**config.mk**
```make
export PLATFORM = sky130hd
export DESIGN_NAME = reg_port_arbiter
export DESIGN_NICKNAME = d
export VERILOG_FILES = /design/src/rtl/reg_port_arbiter.sv
export SDC_FILE = /design/constraint.sdc
export NUM_CORES = 1
export LEC_CHECK = 0
export BUFFER_PORTS_ARGS = -buffer_cell sky130_fd_sc_hd__buf_2
export CORE_ASPECT_RATIO = 0.75
export CORE_MARGIN = 1
export CORE_UTILIZATION = 52
export CTS_CLUSTER_DIAMETER = 30
export DETAILED_ROUTE_END_ITERATION = 12
export PLACE_DENSITY = 0.85
export SLEW_MARGIN = 20
export SYNTH_ARGS = -nofsm -noshare
export SYNTH_HDL_FRONTEND = slang
export SYNTH_SLANG_ARGS = --single-unit
```
**constraint.sdc**
```tcl
create_clock -name clk -period 4.5 [get_ports clk]
set_input_delay 0 -clock clk [delete_from_list [all_inputs] [get_ports clk]]
set_output_delay 0 -clock clk [all_outputs]
set_load 0.1 [all_outputs]
```
**src/rtl/reg_port_arbiter.sv**
```systemverilog
// Three-port round-robin arbiter in front of a single-port register file.
// The winner keeps the port for up to MAX_HOLD accesses, then a one-cycle idle bubble follows.
module reg_port_arbiter #(
    parameter int DATA_W   = 4,
    parameter int ADDR_W   = 3,
    parameter int MAX_HOLD = 4
) (
    input  logic              clk,
    input  logic              rst,
    input  logic [2:0]        req,
    input  logic [2:0]        wr,
    input  logic [ADDR_W-1:0] addr_0,
    input  logic [ADDR_W-1:0] addr_1,
    input  logic [ADDR_W-1:0] addr_2,
    input  logic [DATA_W-1:0] data_0,
    input  logic [DATA_W-1:0] data_1,
    input  logic [DATA_W-1:0] data_2,
    input  logic [DATA_W-1:0] rf_d_out,
    output logic [2:0]        gnt,
    output logic [ADDR_W-1:0] rf_addr,
    output logic              rf_wr_en,
    output logic [DATA_W-1:0] rf_d_in,
    output logic [DATA_W-1:0] rd_data,
    output logic              rd_valid,
    output logic [1:0]        rd_id,
    output logic              busy
);

    typedef enum logic {IDLE, GRANT} state_t;

    state_t            state_reg;
    logic [1:0]        ptr_reg;
    logic [1:0]        win_reg;
    logic [3:0]        hold_reg;
    logic [2:0]        gnt_reg;
    logic [DATA_W-1:0] rd_data_reg;
    logic              rd_valid_reg;
    logic [1:0]        rd_id_reg;

    logic [ADDR_W-1:0] addr_arr [3];
    logic [DATA_W-1:0] data_arr [3];

    assign addr_arr[0] = addr_0;
    assign addr_arr[1] = addr_1;
    assign addr_arr[2] = addr_2;
    assign data_arr[0] = data_0;
    assign data_arr[1] = data_1;
    assign data_arr[2] = data_2;

    // Round-robin pick: scan from ptr downwards in priority so the nearest candidate wins.
    logic [1:0] pick_next;
    logic [2:0] cand;
    always_comb begin
        pick_next = ptr_reg;
        cand      = '0;
        for (int k = 2; k >= 0; k--) begin
            cand = {1'b0, ptr_reg} + 3'(k);
            if (cand > 3'd2)
                cand = cand - 3'd3;
            if (req[cand[1:0]])
                pick_next = cand[1:0];
        end
    end

    // gnt_reg is zero in IDLE, so masking by it also qualifies the state.
    logic       access;
    logic       wr_sel;
    logic [3:0] hold_next;
    logic       release_now;

    assign access      = |(req & gnt_reg);
    assign wr_sel      = |(wr & gnt_reg);
    assign hold_next   = hold_reg + 4'd1;
    assign release_now = (state_reg == GRANT) && (!access || hold_next == 4'(MAX_HOLD));

    always_comb begin
        rf_addr = '0;
        rf_d_in = '0;
        if (state_reg == GRANT) begin
            rf_addr = addr_arr[win_reg];
            rf_d_in = data_arr[win_reg];
        end
    end

    assign rf_wr_en = access & wr_sel & ~rst;

    always_ff @(posedge clk or posedge rst) begin
        if (rst) begin
            state_reg    <= IDLE;
            ptr_reg      <= 2'd0;
            win_reg      <= 2'd0;
            hold_reg     <= 4'd0;
            gnt_reg      <= 3'b000;
            rd_data_reg  <= '0;
            rd_valid_reg <= 1'b0;
            rd_id_reg    <= 2'd0;
        end else begin
            case (state_reg)
                IDLE: begin
                    rd_valid_reg <= 1'b0;
                    if (|req) begin
                        state_reg <= GRANT;
                        win_reg   <= pick_next;
                        gnt_reg   <= 3'b001 << pick_next;
                        hold_reg  <= 4'd0;
                    end
                end
                GRANT: begin
                    rd_valid_reg <= access & ~wr_sel;
                    if (access) begin
                        hold_reg <= hold_next;
                        if (!wr_sel) begin
                            rd_data_reg <= rf_d_out;
                            rd_id_reg   <= win_reg;
                        end
                    end
                    if (release_now) begin
                        state_reg <= IDLE;
                        gnt_reg   <= 3'b000;
                        ptr_reg   <= (win_reg == 2'd2) ? 2'd0 : win_reg + 2'd1;
                    end
                end
                default: state_reg <= IDLE;
            endcase
        end
    end

    assign gnt      = gnt_reg;
    assign busy     = (state_reg == GRANT);
    assign rd_data  = rd_data_reg;
    assign rd_valid = rd_valid_reg;
    assign rd_id    = rd_id_reg;

endmodule

```
==> metrics.txt <==
Seq/Total Area, Yosys=36.71%; Yosys top cell area share=between 30 and 40%; placer congestion estimate=slightly below 0.9; status=completed; max-slew violations=0; maximum capacitance violations=0; Total GRT Usage=roughly 24%; R2R Path Start=ptr_reg[0]; crit path kind=flop to flop; top cells by area, synth=dfrtp_1 37%, mux2i_1 8.5%, o21ai_0 6.2%; Clock Pin Slew Worst Setup and Hold Paths=0.11 ns; Finish-stage setup viols=0; Critical Path Source Type=flop; Crit path largest cell delay=0.48 ns; number of diodes=0; Critical Path RT=4.71 ns; first-pass GRT wire length=between 4000 and 5000 um; largest net degree at the start of global routing=20; initial antenna violation count=0; CP max FO=9; reg2reg end=gnt[2]; Post-Synthesis Cells=143; die area=2696 um2; post-layout min period=approximately 2.2 ns; leading area contributor after synthesis=dfrtp_1; worst-margin pin slew=around 0.7 ns; Core ar.=between 2000 and 2500 um2; CTS Root Cell=clkbuf_4; Yosys cell types=35; Avg Cell Area, Syn=around 9.1 um2; count of standard-cell rows=15; via count=~1.3k; initial DRC count=59; vias per inst=about 5.5; crit end category=flop; Final Cycle Share=48.17%; Worst Hold Class=input port to flop; global route overflow=0; RSZ-0062 raised after global routing=no; clk_lat worst skew=0.31 ns; remaining antenna violation count=0; Synth Register Bits=19; CTS sink cnt=19; Setup Total Neg Slack=0 ns; HPWL after DPL=roughly 2400 um; Slowest-stage cell, CP=ha_1; Die Width=about 60 um; Fin Clk Skew=0.001744 ns; Max clock buf depth=2; crit path cell chain=inv_1 > ha_1 > mux2i_1 > a32oi_1 > a222oi_1 > nor2_1 > a32o_1; final wirelength=3224 um; Crit path arrival time=between 2 and 2.5 ns; Synth-to-Final Area Change=27.34%; CTS H-tree lvls=1; Yosys warning total=0; FF-to-FF setup slack=between 2 and 2.5 ns; Hold Path Sink=rd_valid; CTS Buf Count=3; layout cells sized above 1=about a third; post-CTS sizing=0; die height=about 45 um; Post-CTS Setup Bufs=0; Worst R2R Path Depth=7; # DRC=0; syn nets=approximately 180; vias in the first global route=between 1k and 1.5k; drt pass-1 iters=4; Net count, final=237; per-cell routed wire length=about 14 um; CTS tree=built; IO Port Bufs=51; Worst Hold Depth=4; Hold Path Origin=wr[2]; Rel. slew slack=roughly 52%; Initial Util=55.65%; Syn Std Cell Area=between 1000 and 1500 um2; final hold violations=0; IO Pins=52; max frequency=461.3 MHz
[layer usage]
layer / GRT usage, % / share of wire, %
met5: 0 / 0
met4: 8.372 / 1.3
met3: 2.579 / 6.8
met2: 43.82 / 50
met1: 29.78 / 42
[cell type report]
cell class | instances | area [um2]
inverter | 6 | 22.52
timing repair buffer | 56 | 305.3
fill | 200 | 678.2
tap | 34 | 42.54
sequential | 19 | 475.5
clock buffer | 3 | 22.52
clock inverter | 1 | 5.005
multi-input combinational | 113 | 775.7
[stage by stage]
stage	worst slack [ns]	util [%]	area, um2	hold WS, ns	instances
CTS	2.377	70.86	1649	0.1035	232
global route	2.218	70.86	1649	0.1237	232
global placement	2.539	67.53	1572	0.1412	223
floorplan	1.091	-	1295	-0.04887	143
detailed placement	2.408	67.53	1572	0.1617	223
finish	2.332	70.86	1649	0.09945	232
[cells in the mapped netlist]
cell       instances
a21bo_1            1
a21o_1             1
a21oi_1            2
a222oi_1           3
a22o_1             1
a31oi_1            2
a32o_1             2
a32oi_1            1
and2_1             8
and2b_4            1
and3_1             1
and4_1             1
buf_2              2
clkbuf_1           3
dfrtp_1           19
ha_1               5
inv_1              6
mux2_1             1
mux2_2             5
mux2_4             1
mux2i_1           11
nand2_1           20
nand2_4            1
nand2b_1           3
nand3_1            3
nand4_1            2
nor2_1             4
nor2_4             1
nor2b_1            8
nor3_1             3
o21ai_0           16
o21ai_1            1
o2bb2ai_1          1
o31ai_1            1
or2_2              2
[how the worst max path moves through the flow]
stage / endpoint / slack, ns / cells past startpoint / startpoint
2_1_floorplan: rf_wr_en / 1.09 / 2 / gnt[0]
3_3_place_gp: gnt[0] / 2.54 / 7 / ptr_reg[0]
3_5_place_dp: gnt[2] / 2.41 / 7 / ptr_reg[0]
4_1_cts: gnt[2] / 2.38 / 7 / ptr_reg[0]
5_1_grt: gnt[2] / 2.22 / 7 / ptr_reg[0]
6_report: gnt[2] / 2.33 / 7 / ptr_reg[0]
[what timing repair did]
item	CTS	global route
hold buffers	5	0
setup endpoints to repair	0	0
hold endpoints to repair	23	0
[cells in the final DEF (no fill, tap or decap), types with 5 or more instances in the layout]
cell type	count
and2_1	8
buf_2	51
dfrtp_1	19
dlygate4sd3_1	5
ha_1	5
inv_1	6
mux2_2	5
mux2i_1	11
nand2_1	20
nor2b_1	8
o21ai_0	16
[worst max-delay path: cells and delay by family, from the launching register on]
family	cells	cell delay (ns)
muxes	1	0.23
DFF	1	0.43
buffers and inverters	1	0.09
adders and majority gates	1	0.48
and+or+nand+nor	1	0.11
AOI/OAI and AO/OA	3	0.74
[cells by family (layout without fill, tap and decap cells)]
kind of cell             count (synthesis)  after routing  synth area share [%]
multiplexers                            18             18                 14.88
flip-flops                              19             19                 36.72
buffers and inverters                   11             66                 3.381
AND/OR/NAND/NOR                         58             58                 24.06
AO/OA/AOI/OAI                           32             32                 16.14
adder cells (fa/ha/maj)                  5              5                 4.831
Power is left out: the tool's default activity adds up to more than one toggle a clock period on the data nets, which glitch-free logic cannot reach.
